--- src/rtl/dmem_access_unit.sv ---
// dmem_access_unit: byte-addressed load/store front end for a word-organised data memory
module dmem_access_unit #(
  parameter int MEM_WORDS = 16
) (
  input  logic        clk,
  input  logic        reset,
  input  logic        req_valid,
  output logic        req_ready,
  input  logic        req_we,
  input  logic [2:0]  req_size,
  input  logic [31:0] req_addr,
  input  logic [31:0] req_wdata,
  output logic        resp_valid,
  input  logic        resp_ready,
  output logic [31:0] resp_rdata,
  output logic        resp_err,
  output logic [31:0] mem_addr,
  output logic [31:0] mem_write_data,
  output logic        mem_write,
  output logic        mem_read,
  input  logic [31:0] mem_read_data
);
  typedef enum logic [1:0] {IDLE, READ, WRITE, RESP} state_t;
  state_t      r_state, w_next;
  logic        r_we, r_err;
  logic [2:0]  r_size;
  logic [31:0] r_addr, r_wdata, r_rdata, r_wword;
  logic        w_legal, w_misal, w_oor, w_err, w_sx;
  logic [4:0]  w_shift;
  logic [31:0] w_sh, w_load, w_mask, w_merged;
  // Request decode: unsigned sizes are load-only, codes 3/6/7 never legal
  assign w_legal  = req_size[1:0] != 2'd3 && (!req_size[2] || (!req_we && !req_size[1]));
  assign w_misal  = (req_size[1:0] == 2'd1 && req_addr[0]) || (req_size[1:0] == 2'd2 && |req_addr[1:0]);
  assign w_oor    = {2'b00, req_addr[31:2]} >= 32'(MEM_WORDS);
  assign w_err    = !w_legal || w_misal || w_oor;
  // Lane selection for loads and read-modify-write merging for sub-word stores
  assign w_shift  = {r_addr[1:0], 3'b000};
  assign w_sh     = mem_read_data >> w_shift;
  assign w_sx     = !r_size[2];
  assign w_load   = r_size[1:0] == 2'd0 ? {{24{w_sx & w_sh[7]}}, w_sh[7:0]} :
                    r_size[1:0] == 2'd1 ? {{16{w_sx & w_sh[15]}}, w_sh[15:0]} : mem_read_data;
  assign w_mask   = (r_size[1:0] == 2'd0 ? 32'h0000_00ff : 32'h0000_ffff) << w_shift;
  assign w_merged = (mem_read_data & ~w_mask) | ((r_wdata << w_shift) & w_mask);
  assign req_ready      = r_state == IDLE;
  assign resp_valid     = r_state == RESP;
  assign mem_read       = r_state == READ;
  assign mem_write      = r_state == WRITE;
  assign mem_addr       = {2'b00, r_addr[31:2]};
  assign mem_write_data = r_wword;
  assign resp_rdata     = r_rdata;
  assign resp_err       = r_err;
  // Next-state: errors skip memory, word stores skip the read, sub-word stores read first
  always_comb begin
    w_next = r_state;
    case (r_state)
      IDLE:  w_next = !req_valid ? IDLE : w_err ? RESP : (req_we && req_size[1:0] == 2'd2) ? WRITE : READ;
      READ:  w_next = r_we ? WRITE : RESP;
      WRITE: w_next = RESP;
      RESP:  w_next = resp_ready ? IDLE : RESP;
    endcase
  end
  // State register plus request capture and read-phase result registers
  always_ff @(posedge clk) begin
    if (reset) begin
      r_state <= IDLE;
      r_we    <= 1'b0;
      r_err   <= 1'b0;
      r_size  <= '0;
      r_addr  <= '0;
      r_wdata <= '0;
      r_rdata <= '0;
      r_wword <= '0;
    end else begin
      r_state <= w_next;
      if (r_state == IDLE && req_valid) begin
        r_we    <= req_we;
        r_size  <= req_size;
        r_addr  <= req_addr;
        r_wdata <= req_wdata;
        r_err   <= w_err;
        r_rdata <= '0;
        r_wword <= w_err ? 32'd0 : req_wdata;
      end
      if (r_state == READ && r_we) r_wword <= w_merged;
      if (r_state == READ && !r_we) r_rdata <= w_load;
    end
  end
endmodule

--- config.mk ---
export PLATFORM = sky130hd
export DESIGN_NAME = dmem_access_unit
export DESIGN_NICKNAME = d
export VERILOG_FILES = /design/src/rtl/dmem_access_unit.sv
export SDC_FILE = /design/constraint.sdc
export NUM_CORES = 1
export LEC_CHECK = 0
export CAP_MARGIN = 30
export CELL_PAD_IN_SITES_DETAIL_PLACEMENT = 1
export CELL_PAD_IN_SITES_GLOBAL_PLACEMENT = 1
export CORE_ASPECT_RATIO = 1.1
export CORE_UTILIZATION = 25
export DETAILED_ROUTE_END_ITERATION = 7
export PLACE_DENSITY_LB_ADDON = 0.1
export SETUP_SLACK_MARGIN = 0.15
export SLEW_MARGIN = 20
export SYNTH_ARGS = -nofsm -noshare
export SYNTH_HDL_FRONTEND = slang
export SYNTH_SLANG_ARGS = --single-unit
--- constraint.sdc ---
create_clock -name clk -period 1.8 [get_ports clk]
set_clock_uncertainty 0.2 [all_clocks]
set_input_delay 0.18 -clock clk [delete_from_list [all_inputs] [get_ports clk]]
set_output_delay 0.18 -clock clk [all_outputs]
set_load 0.03 [all_outputs]
==> Word-level counts from Yosys, hierarchy flattened <==
Index checks and enable logic that the tools add are counted.
{ "word_totals": {"ff_bits": 135, "input_bits": 104, "word_cells": 62} }
{ "classes": {"n_lt_le_gt_ge": 1, "n_eq_ne": 7, "n_shift": 3, "mux": 14, "n_bitwise": 6, "reduce_logical": 23} }
{ "ops": {"columns": ["operator", "n"], "rows": [
  ["32-bit 2-to-1 mux", 7],
  ["32-bit AND", 2],
  ["32-bit inverter", 1],
  ["32-bit OR", 1],
  ["16-bit by 5-bit left shift with 32-bit output", 1],
  ["32-bit by 5-bit left shift with 32-bit output", 1],
  ["32-bit by 5-bit right shift with 16-bit output", 1],
  ["30-bit by 5-bit >= comparator with 1-bit output (second input constant)", 1],
  ["16-bit 2-to-1 mux", 1],
  ["1-bit logical AND", 8],
  ["2-bit 2-to-1 mux", 4],
  ["2-bit one-hot mux with 4 select lines", 1],
  ["2-bit by 1-bit == test with 1-bit output (second input constant)", 3],
  ["2-bit == test (second input constant)", 3],
  ["1-bit zero test", 6],
  ["2-bit zero test", 2],
  ["1-bit logical OR", 4],
  ["2-bit nonzero test", 2],
  ["1-bit AND", 2],
  ["2-bit != test (second input constant)", 1],
  ["2-bit OR reduction", 1],
  ["1-bit 2-to-1 mux", 1]
]} }

==> Logic depth before layout (Yosys ltp) <==
Gate-level depths: netlist of run 1.
{ "depth": {"word_depth": 10, "ltp_mapped": 8, "ltp_nobuf": 4} }

==> Least setup slack after synthesis of run 1 <==
Ideal clock, no wire load.
{ "synth_timing": {"kind": "reg2reg", "start": "register r_state[0]", "end": "register r_state[1]", "setup_ps": 57, "arrival_time_ps": 1787, "required_time_ps": 1543, "setup_slack_ps": -244, "path_stages_with_launch": 7, "cell_sequence": "dfxtp_1 > buf_4 > nor2_1 > nand2_1 > clkbuf_1 > a311oi_1 > a31o_2"} }
{ "synth_via": {"elab_chain_cells": 2} }
{ "synth_lines": {"columns": ["element", "line_no", "source"], "rows": [
  ["start, declared", "24", "state_t r_state, w_next;"],
  ["start signal, assigned", "74", "r_state <= w_next;"],
  ["2-bit zero test", null, null],
  ["net req_ready", "8", "output logic req_ready,"],
  ["2-bit one-hot mux with 4 select lines", "55", "case (r_state)"]
]} }
The timed path passes the listed nets, and every way through them passes these cells.
A chain may end at the register's enable or synchronous reset.

==> Final worst setup path of run 1 <==
{ "layout_timing": {"start": "register r_state[1]", "end": "register r_wword[13] (netlist: mem_write_data[13])"} }
{ "layout_via": {"elab_chain_cells": 3} }
{ "layout_lines": {"columns": ["element", "line_no", "source"], "rows": [
  ["2-bit by 1-bit == test with 1-bit output / 2-bit zero test (equally long branches)", "84, 75", null],
  ["1-bit logical AND, on equally long branches", "84, 75", null],
  ["32-bit 2-to-1 mux / 2-bit nonzero test (equally long branches)", null, null],
  ["end signal, assigned", "82", "r_wword <= w_err ? 32'd0 : req_wdata;"],
  ["end signal, assigned", "84", "if (r_state == READ && r_we) r_wword <= w_merged;"],
  ["end, declared", "27", "logic [31:0] r_addr, r_wdata, r_rdata, r_wword;"]
]} }
Parallel ways exist; a longest one is shown, timed or not.

==> metrics.md, run 1 <==
| Metric | Value |
|---|---|
| Routed Antenna Nets | 0 |
| Largest net degree at the start of global routing | 51 |
| Design Area, Final | 12500 sq um |
| Setup violators final | 11 |
| Antenna violations before repair | 0 |
| Beginning of the critical path | r_state[1] |
| RR Startpoint | r_state[1] |
| Bufs and invs on worst path | 3 |
| Row count | 60 |
| CP endpoint | mem_write_data[13] |
| Cell area after placement | 9310 sq um |
| Top delay family on crit path | simple AND/OR/NAND/NOR gates |
| Reg-to-Reg End | mem_write_data[13] |
| Root buf cell | clkbuf_16 |
| Unique masters post-synth | 51 |
| CP Cell Sequence | nand3b_1, buf_4, buf_12, nor4_4, a31oi_4, buf_6, a311oi_2 |
| Worst Setup Slack, final | -63.4 ps |
| Post-synthesis async set-or-reset flop share | 0% |
| Violation count after the first detailed-route iteration | approximately 400 |
| Tightest Pin Transition | roughly 530 ps |
| Max_slew headroom | 64.3% |
| Final Net Count | 1202 |
| N_diodes | 0 |
| # H-tree levels | 4 |
| Status | complete, but fails checks |
| Initial core utilization | 25.7% |
| Power Total | 10.1 mW |
| Critical path's largest stage delay | 340 ps |
| Number of detailed-route iterations in the first pass | 4 |
| WP data arrival | 2010 ps |
| Vias in the first global route | 7557 |
| Crit path max fanout | 7 |
| Setup crit start kind | flop |
| Vias | 7467 |
| Final worst-path cycle share | 104% |
| Worst endpoint required time | 1950 ps |
| Hold Crit Class | in -> reg |
| Worst-path clk slew | 70 ps |
| Max-cap violations | 0 |
| Final Max Tran Viols | 0 |
| FF-to-FF path depth | 7 |
| Mean post-synth cell area | 7.88 sq um |
| Pre-CTS setup slack | -429 ps |
| Storage cell area | around 2400 sq um |
| Vias per cell | roughly 5.3 |
| Area Overhead vs Synth | 96.5% |
| Fill cell count | 2700 |
| Synth Flop Type | dfxtp_1 |
| Max clock buf depth | 2 |
| Min Tclk post-route | 1860 ps |
| Io pins | 205 |
| Mapped cell area | 6350 sq um |
| Leak | 5.04 nW |
| Num CTS Buffers | 17 |
| CP Depth | 7 |
| Crit path kind | reg -> reg |
| Register area share after synthesis | a little under two fifths |
| Fin. Hold Viols | 0 |
| Power density over the cells | just over 800 nW/um^2 |
| Highest clock rate | between 500 and 600 MHz |
| Layout cells sized above 1 | 41.9% |
| Seq cells post-synth | 119 |
| Post-synth EDFFs | 0 |
| Multi-input gate area | between 4000 and 5000 sq um |
| Total global routing overflow | 0 |
| WL/cell | 22.4 microns |
| Core region area | 24700 sq um |
| Final core occ | 50.5% |
| TritonCTS clock tree | built |
| Failing checks | setup timing |
| Die area | ~26000 sq um |
| Crit end category | flop |
| Height of the die | approximately 170 microns |
| Slowest-stage cell, CP | dfxtp_2 |
| DPL Wire Length | approximately 20 mm |
| Clock Sinks | ~120 |
| Final TNS setup | -152 ps |
| Post-Synthesis Cells | 806 |
| First-pass GRT wire length | between 40 and 50 mm |
| Port bufs | 202 |
| Aggregate routed wire length | about 32 mm |
| Final Wtd Congestion | 0.838 |
| Peak VDD IR | 684 uV |
| Die W | 154 microns |
| Synth Warn # | 0 |
| R2R Setup Slk | -60 ps |
| RSZ-0062 raised after global routing | yes |
| Total track usage | 22.7% |
| Clock latency on the worst-skew pair | 430 ps |
| DRC | 0 |
synthesized netlist by cell type, drive strengths merged, types with 2 or more instances:
master,count,area [sq um]
inv,9,33.8
nand2,121,454
o221ai,23,201
dfxtp,119,2380
nor3,10,55.1
and2,26,163
a41oi,8,70.1
a21oi,90,450
a22oi,24,180
o211ai,7,52.6
or3b,8,70.1
nor2,52,195
nand3b,2,15.0
nor4,14,87.6
clkbuf,55,208
a311oi,26,228
nand4,24,150
nor3b,3,32.5
o21ai,36,218
or2,3,18.8
nor2b,10,62.6
buf,64,423
a31oi,25,156
and4,2,17.5
nand2b,2,12.5
mux2i,27,270
metal layers:
layer  routed length (microns)  GRT usage [%]  vias to the layer above
li1                          -              -                     3505
met1                     13100           27.3                     3679
met2                     16300           39.8                      226
met3                      1470           4.19                       57
met4                       967           9.00                        0
met5                         0              0                        -
cells in the final DEF (no fill, tap or decap), drive strengths merged, types with 3 or more instances in the layout:
cell,n
nor2,52
nor3b,3
or3b,8
dlymetal6s2s,21
nor2b,10
o221ai,23
inv,13
o211ai,7
nor3,10
dfxtp,119
nand2,121
and2,26
dlygate4sd3,21
nand4,24
dlygate4sd2,85
clkinv,8
clkdlybuf4s15,9
clkbuf,27
a21oi,90
o21ai,36
nor4,14
mux2i,27
a22oi,24
a41oi,8
a31oi,25
buf,162
clkdlybuf4s50,81
or2,3
a311oi,26
how the worst min path moves through the flow:
stage	start	endpoint	slack, ps	cells past startpoint
finish	reset	r_we	50	3
global route	reset	r_addr[30]	60	3
CTS	reset	r_addr[30]	30	3
detailed placement	r_addr[11]	r_addr[11]	250	2
global placement	r_addr[2]	r_addr[2]	240	2
floorplan	req_addr[0]	r_addr[0]	110	2
area by class of cell:
cell class	count	area share, %
inverter	10	0.321
tap	310	3.11
multi-input combinational	559	38.3
sequential	119	19.2
clock buffer	17	3.41
timing repair buffer	391	34.3
clock inverter	15	1.36
through the flow:
| step | hold slack, ps | std cells |
|---|---|---|
| after floorplan | 108 | 807 |
| after global placement | 242 | 1317 |
| after detailed placement | 246 | 1317 |
| after CTS | 29.2 | 1378 |
| after global routing | 59.0 | 1421 |
| final | 49.9 | 1421 |
sequential cells by signal, summed over array words and instances (netlist names):
name / flops
mem_write_data: 32
r_addr: 32
resp_rdata: 32
r_wdata: 16
r_size: 3
r_state: 2
r_we: 1
resp_err: 1
timing repair:
action,CTS,global route
hold endpoints to repair,0,21
pin swaps,92,113
setup endpoints to repair,211,120
setup buffers,20,14
gates resized for setup,299,238
hold buffers,0,21
cloned,9,8
worst register-to-register path: cells and delay by family, from the launching register on:
family          cells  cell delay, ps
compound gates      2             290
flops               1             340
buf+inv             3             430
simple gates        2             510
cells by family (layout without fill, tap and decap cells):
group / count (synthesis) / in the layout / share of synthesized area [%]
buf+inv: 129 / 433 / 10.5
other cells: 1 / 2 / 0.0590
flops: 119 / 119 / 37.5
mux: 29 / 29 / 4.79
simple gates: 283 / 283 / 21.8
compound gates: 245 / 245 / 25.3
power breakdown:
part | switching [mW] | internal, mW
combinational | 1.90 | 1.62
sequential | 0.196 | 2.88
clock | 1.48 | 2.07
(Power assumes the default switching activity.)
==> inputs of run 2 (changes only) <==
Settings changed: CORE_ASPECT_RATIO 1.1 to 0.6, SLEW_MARGIN 20 to 25, TNS_END_PERCENT set to 1.
==> run 2 against run 1 <==
Compared with the run above: the run still ends with setup timing left; critical endpoint is now mem_write_data[24]; highest routed layer unchanged; largest cell class unchanged; count of clock-buffer cells in the layout up 7; sequential power barely moved; first-iteration DRC count fell by 19%; critical path depth increased by 1; routed wire length fell by 7.0%.
==> metrics.md, run 2 (synthesis results as in run 1) <==
| Metric | Value |
|---|---|
| RSZ-0062 raised after global routing | yes |
| Clock latency on the worst-skew pair | 420 ps (about the same) |
| Fin. Hold Viols | 0 (unchanged) |
| Max_slew headroom | 55.9% (-8.4 points) |
| Failing checks | setup timing |
| Fin cells | 1415 (-0.42%) |
| Pre-CTS setup slack | -629 ps (-201 ps) |
| Row count | 44 (-27%) |
| Antenna violations before repair | 0 (unchanged) |
| WL/cell | 21.0 microns (-6.6%) |
| Storage cell area | 2390 sq um (-0.26%) |
| Crit path kind | reg -> reg |
| Leak | 4.24 nW (-16%) |
| Hold Crit Class | in -> reg |
| Vias in the first global route | 7253 (-4.0%) |
| Vias | 7228 (-3.2%) |
| Io pins | 205 (unchanged) |
| Core region area | 24600 sq um (-0.59%) |
| Fill cell count | 2882 (+6.7%) |
| Tightest Pin Transition | 661 ps (+129 ps) |
| Max clock buf depth | 2 (unchanged) |
| Area Overhead vs Synth | 71.4% |
| First-pass GRT wire length | 45.0 mm (-0.66%) |
| Min Tclk post-route | 1900 ps (+41.2 ps) |
| Global route hottest layer | met1 |
| Setup violators final | 33 (+22) |
| Layout cells sized above 1 | 28.2% (-14 points) |
| Clock Sinks | 119 (unchanged) |
| Status | complete, but fails checks |
| Root buf cell | clkbuf_16 |
| Final core occ | 44.3% (-6.2 points) |
| GRT met3 Usage | 5.38% (+1.2 points) |
| Aggregate routed wire length | 29.7 mm (-7.0%) |
| # H-tree levels | 4 (unchanged) |
| Met2 Track Usage GR | 31.0% (-8.8 points) |
| Port bufs | 202 (unchanged) |
| Final TNS setup | -1810 ps (-1660 ps) |
| Height of the die | 125 microns (-26%) |
| Dpl cells | 1367 (+3.8%) |
| Crit end category | flop |
| Die area | 26100 sq um (about the same) |
| Max-cap violations | 0 (unchanged) |
| DRC | 0 (unchanged) |
| Num CTS Buffers | 17 (unchanged) |
| Number of detailed-route iterations in the first pass | 4 (unchanged) |
| Peak VDD IR | 591 uV (-14%) |
| Worst-path clk slew | 60 ps (about the same) |
| Hold Slack | 63.0 ps (+13.2 ps) |
| Commonest non-fill, non-tap cell in the layout | buf_4 |
| Design Area, Final | 10900 sq um (-13%) |
| Die W | 208 microns (+35%) |
| Final Max Tran Viols | 0 (unchanged) |
| Total track usage | 22.8% (+0.15 points) |
| Highest clock rate | 525 MHz (-2.2%) |
| N_diodes | 0 (unchanged) |
| Power Total | 9.64 mW (-4.9%) |
| Initial core utilization | 25.9% (+0.15 points) |
| DPL Wire Length | 21.9 mm (+9.5%) |
| Total global routing overflow | 0 (unchanged) |
| Final Net Count | 1184 (-1.5%) |
| Worst Setup Slack, final | -105 ps (-41.2 ps) |
| Setup crit start kind | flop |
| Routed Antenna Nets | 0 (unchanged) |
| Multi-input gate area | 3930 sq um (-18%) |
| Crit path max fanout | 7 (unchanged) |
| WP data arrival | 2030 ps (+20 ps) |
| TritonCTS clock tree | built |
| Final worst-path cycle share | 106% (+2.3 points) |
| Most frequent cells in the layout | buf_4 (131), nand2_1 (120), dfxtp_1 (113) |
| Worst endpoint required time | 1920 ps (-30 ps) |
| Vias per cell | 5.11 (-2.8%) |
| Largest net degree at the start of global routing | 52 (+2.0%) |
| Final Wtd Congestion | 0.812 (-3.1%) |
| Violation count after the first detailed-route iteration | 323 (-19%) |
| Power density over the cells | 886 nW/um^2 (+9.0%) |
| Routing usage on met1 | 35.5% (+8.3 points) |
| Cell area after placement | 9550 sq um (+2.6%) |
[run 2: final timing paths]
kind	depth (start not counted)	start	end	slack, ps
setup / recovery	8	r_addr[0]	mem_write_data[24]	-100
hold / removal	4	reset	resp_rdata[15]	60
setup reg to reg	8	r_addr[0]	mem_write_data[24]	-100
hold reg to reg	2	r_addr[8]	r_addr[8]	250
[run 2: critical path, stage by stage (launching register included)]
cell      delay (ps)
dfxtp_2          330
buf_6            130
buf_6            130
o31ai_4          220
buf_6            150
buf_4            130
buf_4            110
a31oi_1           90
a311oi_1         320
[run 2: what timing repair did]
| action | CTS | global route |
|---|---|---|
| pin swaps | 28 | 24 |
| gates cloned | 0 | 0 |
| buffers inserted | 3 | 8 |
| hold buffers | 4 | 1 |
| hold endpoints to repair | 6 | 1 |
| resized for setup | 184 | 70 |
| endpoints found under the setup margin | 210 | 119 |
[run 2: area by class of cell]
type / count / share of cell area, %
Clock buffer: 24 / 4.52
Clock inverter: 8 / 1.31
Inverter: 10 / 0.345
Multi-Input combinational cell: 559 / 36.1
Sequential cell: 119 / 22.0
Tap cell: 322 / 3.70
Timing Repair Buffer: 373 / 32.0
[run 2: layer usage]
| metal | vias up | wire length (microns) |
|---|---|---|
| met2 | 179 | 12100 |
| met4 | 0 | 164 |
| li1 | 3443 | - |
| met3 | 11 | 1690 |
| met1 | 3595 | 15800 |
| met5 | - | 0 |
[run 2: power by group]
part	switching, mW	internal [mW]
Sequential	0.183	2.88
Clock	1.29	2.46
Combinational	1.62	1.21
Total	3.09	6.55
==> inputs of run 3 (changes only) <==
Settings changed: CORE_MARGIN set to 3, SKIP_CTS_REPAIR_TIMING set to 1.
Clock period 1.8 ns to 2.3 ns, I/O delays scaled along.
==> run 3 against run 2 <==
Compared with the run above: the run now ends clean; sequential power fell by 21%; combinational power fell by 33%; non-clock buffer count fell by 114; cell area fell by 14%; clock power fell by 31%; critical endpoint is now mem_write_data[31]; largest power group unchanged.
==> metrics.md, run 3 (synthesis results as in run 1) <==
| Metric | Value |
|---|---|
| Status | finished clean |
| Routing usage on met1 | 32.9% (-2.7 points) |
| Antenna violations before repair | 0 (unchanged) |
| Max-cap violations | 0 (unchanged) |
| Crit path kind | reg -> reg |
| Global route hottest layer | met1 |
| Vias in the first global route | 6650 (-8.3%) |
| Height of the die | 129 microns (+3.2%) |
| Clock Sinks | 119 (unchanged) |
| Layout cells sized above 1 | 13.1% (-15 points) |
| DPL Wire Length | 20.7 mm (-5.3%) |
| Io pins | 205 (unchanged) |
| WL/cell | 21.2 microns (+1.2%) |
| Row count | 44 (unchanged) |
| Final worst-path cycle share | 89.4% (-16 points) |
| Vias | 6688 (-7.5%) |
| DRC | 0 (unchanged) |
| Peak VDD IR | 406 uV (-31%) |
| Final TNS setup | 0 ps (+1810 ps) |
| # H-tree levels | 4 (unchanged) |
| Clock latency on the worst-skew pair | 430 ps (about the same) |
| Number of detailed-route iterations in the first pass | 5 (+1) |
| Met2 Track Usage GR | 26.3% (-4.7 points) |
| Dpl cells | 1269 (-7.2%) |
| Worst-path clk slew | 60 ps (about the same) |
| Commonest non-fill, non-tap cell in the layout | clkdlybuf4s50_1 |
| Largest net degree at the start of global routing | 57 (+9.6%) |
| Crit path max fanout | 39 (+32) |
| TritonCTS clock tree | built |
| Power density over the cells | 742 nW/um^2 (-16%) |
| Die area | 27400 sq um (+5.2%) |
| Die W | 212 microns (+1.9%) |
| Total global routing overflow | 0 (unchanged) |
| Crit end category | flop |
| Area Overhead vs Synth | 46.7% |
| Final Net Count | 1070 (-9.6%) |
| Max clock buf depth | 2 (unchanged) |
| Total track usage | 20.3% (-2.5 points) |
| Root buf cell | clkbuf_16 |
| Num CTS Buffers | 17 (unchanged) |
| Final Wtd Congestion | 0.848 (+4.4%) |
| Highest clock rate | 486 MHz (-7.4%) |
| N_diodes | 0 (unchanged) |
| Port bufs | 202 (unchanged) |
| Max_slew headroom | 55.1% (-0.77 points) |
| Routed Antenna Nets | 0 (unchanged) |
| Fill cell count | 2893 (+0.38%) |
| WP data arrival | 2140 ps (+110 ps) |
| Core region area | 24600 sq um (unchanged) |
| Tightest Pin Transition | 673 ps (+11.5 ps) |
| Aggregate routed wire length | 27.6 mm (-7.1%) |
| Min Tclk post-route | 2060 ps (+151 ps) |
| Setup violators final | 0 (-100%) |
| Fin cells | 1300 (-8.1%) |
| Storage cell area | 2390 sq um (-0.26%) |
| Initial core utilization | 25.9% (unchanged) |
| Vias per cell | 5.14 (+0.71%) |
| Power Total | 6.91 mW (-28%) |
| Violation count after the first detailed-route iteration | 385 (+19%) |
| GRT met3 Usage | 4.67% (-0.71 points) |
| Worst endpoint required time | 2380 ps (+460 ps) |
| First-pass GRT wire length | 41.9 mm (-6.7%) |
| Leak | 3.18 nW (-25%) |
| Multi-input gate area | 3350 sq um (-15%) |
| RSZ-0062 raised after global routing | no |
| Final Max Tran Viols | 0 (unchanged) |
| Fin. Hold Viols | 0 (unchanged) |
| Most frequent cells in the layout | clkdlybuf4s50_1 (197), nand2_1 (120), dfxtp_1 (116) |
| Setup crit start kind | flop |
| Hold Crit Class | in -> reg |
==> run 3: changes by cell type in the layout (fill, tap and decap cells not counted), sizes merged <==
cell           change
buf              -113
clkdlybuf4s50    +103
dlygate4sd3        -5
clkdlybuf4s15      -3
dlymetal6s2s       +3
dlygate4sd2       -98
clkinv             +5
clkbuf             -3
bufinv             -3
clkinvlp           -1
==> run 3: power by group <==
group,switching (mW),total [mW],leakage (nW),internal [mW]
Sequential,0.149,2.41,0.974,2.26
Combinational,1.10,1.90,1.91,0.801
Clock,0.995,2.60,0.291,1.61
==> run 3: worst paths after layout <==
| check | from | endpoint | slack, ps | cells past startpoint |
|---|---|---|---|---|
| worst max-delay path | r_addr[0] | mem_write_data[31] | 240 | 5 |
| worst min-delay path | reset | resp_rdata[11] | 70 | 3 |
| worst max register to register | r_addr[0] | mem_write_data[31] | 240 | 5 |
| worst min register to register | r_addr[31] | r_addr[31] | 250 | 2 |
==> run 3: final cells by class <==
class	count	share of cell area, %
clock buffers	22	5.30
flip-flops and latches	119	25.6
multi-input cells	559	36.0
well taps	322	4.32
inverters	10	0.403
clock inverters	9	0.792
repair buffers	259	27.6
==> run 3: worst max-delay path, cell delays in order (launching register included) <==
cell and delay [ps]:
dfxtp_1 450, buf_12 250, mux2i_1 320, nor3_1 80, a31oi_1 430, a311oi_1 160
==> run 3: per-layer routing <==
metal / wire, microns / part of all wire (%) / up-vias
li1: - / - / 3212
met1: 15100 / 55 / 3274
met2: 10600 / 38 / 186
met3: 1650 / 6.0 / 16
met4: 230 / 0.83 / 0
met5: 0 / 0 / -
==> run 3: through the flow <==
step                hold slack, ps  utilization [%]  area (sq um)  worst slack [ps]
finish                        74.0             37.9          9320               244
global route                  81.7             37.9          9320               170
CTS                           47.3             37.8          9290              -136
detailed placement             249             35.5          8720              -176
global placement               242             35.5          8720              -140
floorplan                      161                -          6360               256
